$ cat src/rtl/period_meter_pkg.sv
// rtl/period_meter_pkg.sv - shared state encoding and averaging constants for period_meter
package period_meter_pkg;

  typedef enum logic [1:0] {
    ST_IDLE    = 2'd0,
    ST_ARM     = 2'd1,
    ST_MEASURE = 2'd2
  } state_e;

  localparam int AVG_DEPTH = 4;
  localparam int AVG_SHIFT = 2;

endpackage

$ cat src/rtl/period_meter_sync_edge_detect.sv
// rtl/period_meter_sync_edge_detect.sv - input synchronizer with rising-edge pulse
module sync_edge_detect #(
  parameter int SYNC_STAGES = 2
) (
  input  logic clk,
  input  logic rst_n,
  input  logic sig_i,
  output logic edge_o
);

  logic [SYNC_STAGES-1:0] sync_q;
  logic                   prev_q;

  // sig_i may be asynchronous; only the last stage is ever consumed
  always_ff @(posedge clk) begin
    if (!rst_n) begin
      sync_q <= '0;
      prev_q <= 1'b0;
    end else begin
      sync_q[0] <= sig_i;
      for (int i = 1; i < SYNC_STAGES; i++) begin
        sync_q[i] <= sync_q[i-1];
      end
      prev_q <= sync_q[SYNC_STAGES-1];
    end
  end

  assign edge_o = sync_q[SYNC_STAGES-1] & ~prev_q;

endmodule

$ cat src/rtl/period_meter.sv
// rtl/period_meter.sv - clk-cycle period measurement with valid/ready result; define PERIOD_METER_AVG_EN to report 4-capture averages
module period_meter
  import period_meter_pkg::*;
#(
  parameter int WIDTH       = 32,
  parameter int SYNC_STAGES = 2
) (
  input  logic             clk,
  input  logic             rst_n,
  input  logic             en,
  input  logic             sig_in,
  output logic [WIDTH-1:0] period,
  output logic             period_valid,
  input  logic             period_ready,
  output logic             dropped,
  output logic             timeout,
  output logic             locked
);

  localparam logic [WIDTH-1:0] CNT_MAX = '1;

  state_e           state_q, state_d;
  logic [WIDTH-1:0] cnt_q, cnt_d;
  logic [WIDTH-1:0] period_q, period_d;
  logic             valid_q, valid_d;
  logic             dropped_q, dropped_d;
  logic             timeout_q, timeout_d;
  logic             edge_det;
  logic             raw_cap;
  logic             res_cap;
  logic [WIDTH-1:0] res_val;

  sync_edge_detect #(
    .SYNC_STAGES(SYNC_STAGES)
  ) u_sync (
    .clk   (clk),
    .rst_n (rst_n),
    .sig_i (sig_in),
    .edge_o(edge_det)
  );

  // en low wins over everything, including an edge in the same cycle
  always_comb begin
    state_d   = state_q;
    cnt_d     = cnt_q;
    timeout_d = 1'b0;
    raw_cap   = 1'b0;
    if (!en) begin
      state_d = ST_IDLE;
      cnt_d   = '0;
    end else begin
      case (state_q)
        ST_IDLE: begin
          state_d = ST_ARM;
          cnt_d   = '0;
        end
        ST_ARM: begin
          if (edge_det) begin
            cnt_d   = WIDTH'(1);
            state_d = ST_MEASURE;
          end
        end
        ST_MEASURE: begin
          if (edge_det) begin
            raw_cap = 1'b1;
            cnt_d   = WIDTH'(1);
          end else if (cnt_q == CNT_MAX) begin
            timeout_d = 1'b1;
            cnt_d     = '0;
            state_d   = ST_ARM;
          end else begin
            cnt_d = cnt_q + WIDTH'(1);
          end
        end
        default: begin
          state_d = ST_IDLE;
          cnt_d   = '0;
        end
      endcase
    end
  end

`ifdef PERIOD_METER_AVG_EN
  localparam int ACC_W = WIDTH + AVG_SHIFT;
  localparam int NUM_W = $clog2(AVG_DEPTH);

  logic [ACC_W-1:0] acc_q, acc_d, acc_sum;
  logic [NUM_W-1:0] num_q, num_d;

  always_comb begin
    acc_sum = acc_q + ACC_W'(cnt_q);
    acc_d   = acc_q;
    num_d   = num_q;
    res_cap = 1'b0;
    res_val = acc_sum[AVG_SHIFT +: WIDTH];
    if (state_d != ST_MEASURE) begin
      acc_d = '0;
      num_d = '0;
    end else if (raw_cap) begin
      if (num_q == NUM_W'(AVG_DEPTH - 1)) begin
        res_cap = 1'b1;
        acc_d   = '0;
        num_d   = '0;
      end else begin
        acc_d = acc_sum;
        num_d = num_q + NUM_W'(1);
      end
    end
  end

  always_ff @(posedge clk) begin
    if (!rst_n) begin
      acc_q <= '0;
      num_q <= '0;
    end else begin
      acc_q <= acc_d;
      num_q <= num_d;
    end
  end
`else
  assign res_cap = raw_cap;
  assign res_val = cnt_q;
`endif

  // a fresh result beats a same-cycle accept; overwrite of an unaccepted one is sticky-flagged
  always_comb begin
    period_d  = period_q;
    valid_d   = valid_q;
    dropped_d = dropped_q;
    if (res_cap) begin
      period_d = res_val;
      valid_d  = 1'b1;
      if (valid_q && !period_ready) begin
        dropped_d = 1'b1;
      end
    end else if (valid_q && period_ready) begin
      valid_d = 1'b0;
    end
  end

  always_ff @(posedge clk) begin
    if (!rst_n) begin
      state_q   <= ST_IDLE;
      cnt_q     <= '0;
      period_q  <= '0;
      valid_q   <= 1'b0;
      dropped_q <= 1'b0;
      timeout_q <= 1'b0;
    end else begin
      state_q   <= state_d;
      cnt_q     <= cnt_d;
      period_q  <= period_d;
      valid_q   <= valid_d;
      dropped_q <= dropped_d;
      timeout_q <= timeout_d;
    end
  end

  assign period       = period_q;
  assign period_valid = valid_q;
  assign dropped      = dropped_q;
  assign timeout      = timeout_q;
  assign locked       = (state_q == ST_MEASURE);

endmodule

$ cat config.mk
export PLATFORM = sky130hd
export DESIGN_NAME = period_meter
export DESIGN_NICKNAME = d
export VERILOG_FILES = /design/src/rtl/period_meter_pkg.sv /design/src/rtl/period_meter_sync_edge_detect.sv /design/src/rtl/period_meter.sv
export SDC_FILE = /design/constraint.sdc
export NUM_CORES = 1
export LEC_CHECK = 0
export BUFFER_PORTS_ARGS = -buffer_cell sky130_fd_sc_hd__buf_2
export CAP_MARGIN = 5
export CORE_ASPECT_RATIO = 1.4
export CORE_UTILIZATION = 52
export CTS_CLUSTER_SIZE = 20
export DETAILED_ROUTE_END_ITERATION = 6
export PLACE_DENSITY = 0.75
export SKIP_LAST_GASP = 1
export SLEW_MARGIN = 0
export SYNTH_ARGS = -nofsm -noshare
export SYNTH_HDL_FRONTEND = slang
export SYNTH_SLANG_ARGS = --single-unit
export TNS_END_PERCENT = 30
$ cat constraint.sdc
create_clock -name clk -period 2 [get_ports clk]
set_input_delay 0.4 -clock clk [delete_from_list [all_inputs] [get_ports clk]]
set_output_delay 0.4 -clock clk [all_outputs]
set_load 0.005 [all_outputs]
==> reports/qor.yml <==
tritoncts: "built"
first_iter_violations: 131
area_growth_pct: 22.2
grt_antenna_before_repair: 0
synth.cell_area_sq_um: 3390
instances_no_fill: 535
initial_utilization_pct: 54.3
finalSetupViolCount: 0
total_power_mw: 2.86
io_buffers: 40
dp.cells: 516
cp_max_fo: 14
p_leak_nw: 1.56
slew_violations: 0
ir_drop_mv: 0.540
grt_use_total_pct: 24.1
n_antenna_cell: 0
synth_seq_area_share_pct: 42.5
grt_max_degree: 38
max-clock-path-buffers: 2
core_sq_um: 6250
final_util_pct: 66.3
synth_nets: 397
hold_buffers: 0
critPathKind: "flip-flop to flip-flop"
cts_num_sinks: 72
ys_warn_count: 0
syn_area_per_cell_sq_um: 8.79
worstPathArrival_ns: 2.17
vias: 2983
syn_inst: 386
p_sw_share_pct: 21.3
required_ns: 2.27
slew_headroom_pct: 60.5
avgRoutedWirePerCell_microns: 14.5
maxCapViolCount: 0
holdCritStartpoint: "sig_in"
htree_levels: 3
drtAntennaViolNets: 0
max_freq_ghz: 0.528
wl_mm: 7.75
p_sw_mw: 0.607
setup.worst_path.end_class: "flip-flop"
final_common_cell: "nand2_1"
ys_seq_elements: 72
root_buffer: "clkbuf_8"
synth_top_area_cell: "dfxtp_1"
cts_buffers: 9
pwr-share-clk_pct: 46.1
r2r_start: "state_q[0]"
die_h_microns: 97.6
rows: 34
synth_edf_count: 0
synthTopCellsByArea: "dfxtp_1 42%, nand2_1 9.6%, a21boi_0 7.3%, xor2_1 3.1%, nand4_1 2.9%"
p_per_area_nw_per_um2: 689
power_frac_seq_pct: 50.5
p_comb_share_pct: 3.4
internal_power_mw: 2.25
routed_via_density: 5.58
min_period_over_period_pct: 94.7
ys_types: 50
clk_latency_ns: 0.35
drive_above_1_share_pct: 25.3
mostFrequentLayoutCells: "87 x nand2_1, 69 x dfxtp_1, 40 x buf_2"
first_global_vias: 3002
dieArea_sq_um: 6860
cp-start-kind: "flip-flop"
skew_ns: 0.00768
worst_slew_pin_slew_ns: 0.593
min_period_ns: 1.89
drc_errors: 0
path_clk_slew_ns: 0.08
hold_path_class: "input port to flip-flop"
finalHoldViolCount: 0
fp.dieW_microns: 70.3
async_flop_share_pct: 0
holdWs_ns: 0.249
routabilityCongestion: 0.899
io_pins: 41
first_pass_iters: 4
status: "finished, final reports clean"
overflow: 0
fin_nets: 469
cp-startpoint: "state_q[0]"
ys.flop_type: "dfxtp_1"
hpwl_mm: 5.53
rsz0062_at_grt: "true"
synthDominantCellAreaShare_pct: 42.5
grt_pass1_wl_mm: 13.3
final cells by class:
cell class              count  area, sq um
fillers                   529         2110
repair buffers             81          533
multi-input cells         286         1820
inverters                   8         30.0
flip-flops and latches     72         1450
clock buffers              12          155
well taps                  72         90.1
clock inverters             4         76.3
timing repair:
action / 4_1_cts / 5_1_grt
resized for setup: 0 / 3
setup buffers: 0 / 3
endpoints found under the setup margin: 0 / 11
routing by layer:
layer | share of wire (%) | track usage [%] | wire [microns] | vias to the layer above
li1 | - | - | - | 1492
met1 | 43 | 26.4 | 3320 | 1405
met2 | 51 | 42.3 | 3960 | 68
met3 | 3.7 | 6.12 | 289 | 18
met4 | 2.3 | 11.2 | 182 | 0
met5 | 0 | 0 | 0 | -
stage by stage:
stage	setup WS, ns	instance area [sq um]	setup TNS [ns]
2_1_floorplan	0.116	3390	0
3_3_place_gp	0.158	3890	0
3_5_place_dp	0.0893	3890	0
4_1_cts	0.0389	4120	0
5_1_grt	-0.0177	4150	-0.0269
6_report	0.105	4150	0
power groups by stage:
stage,Clock [mW],Sequential (mW),Combinational (mW)
after floorplan,0,1.47,0.0690
after detailed placement,0,1.48,0.0976
after global routing,1.39,1.44,0.108
after CTS,1.33,1.44,0.0987
after global placement,0,1.48,0.0949
final,1.32,1.44,0.0981
logic make-up (layout without fill, tap and decap cells):
group / after synthesis / in the layout / synth area share [%]
muxes: 8 / 8 / 2.36
DFF: 72 / 72 / 42.5
and+or+nand+nor: 190 / 190 / 28.7
adders and majority gates: 6 / 6 / 2.21
AOI/OAI and AO/OA: 66 / 66 / 16.2
buffers and inverters: 28 / 105 / 3.95
xor gates and xnor gates: 16 / 16 / 4.13
final timing paths:
kind | end | slack, ns | cells after the start
min | u_sync.sync_q[0] | 0.25 | 2
max | cnt_q[27] | 0.11 | 7
max reg2reg | cnt_q[27] | 0.11 | 7
min reg2reg | u_sync.sync_q[1] | 0.45 | 1
sequential cells by signal, indices dropped and copies added, names as in the netlist:
signal / cells
u_sync.sync_q: 2
period: 32
timeout: 1
dropped: 1
period_valid: 1
u_sync.prev_q: 1
cnt_q: 32
state_q: 2
Yosys cell counts (2+ instances only):
| cell type | number |
|---|---|
| or3_1 | 2 |
| clkbuf_1 | 13 |
| nand2_1 | 87 |
| ha_1 | 6 |
| nand4b_1 | 3 |
| nand4_1 | 16 |
| o22ai_1 | 2 |
| nor4_1 | 2 |
| nor3_1 | 7 |
| mux2i_1 | 8 |
| inv_1 | 8 |
| a21oi_1 | 7 |
| a2111oi_4 | 3 |
| nand4_4 | 2 |
| dfxtp_1 | 72 |
| buf_2 | 2 |
| nor2_1 | 26 |
| a31oi_1 | 11 |
| and2_1 | 3 |
| xor2_1 | 12 |
| nand3_1 | 17 |
| and4_1 | 3 |
| nand2b_1 | 2 |
| buf_4 | 3 |
| a21boi_0 | 33 |
| and3_1 | 5 |
| buf_6 | 2 |
| and2_2 | 3 |
| nand3b_1 | 2 |
| xnor2_1 | 4 |
worst max-delay path, stage by stage, from the launching register on:
cell and delay (ns):
dfxtp_1 0.42, ha_1 0.24, buf_4 0.26, nand2_1 0.14, nor2_2 0.34, buf_4 0.21
a31oi_1 0.05, o22ai_1 0.16
(Power assumes the default switching activity.)
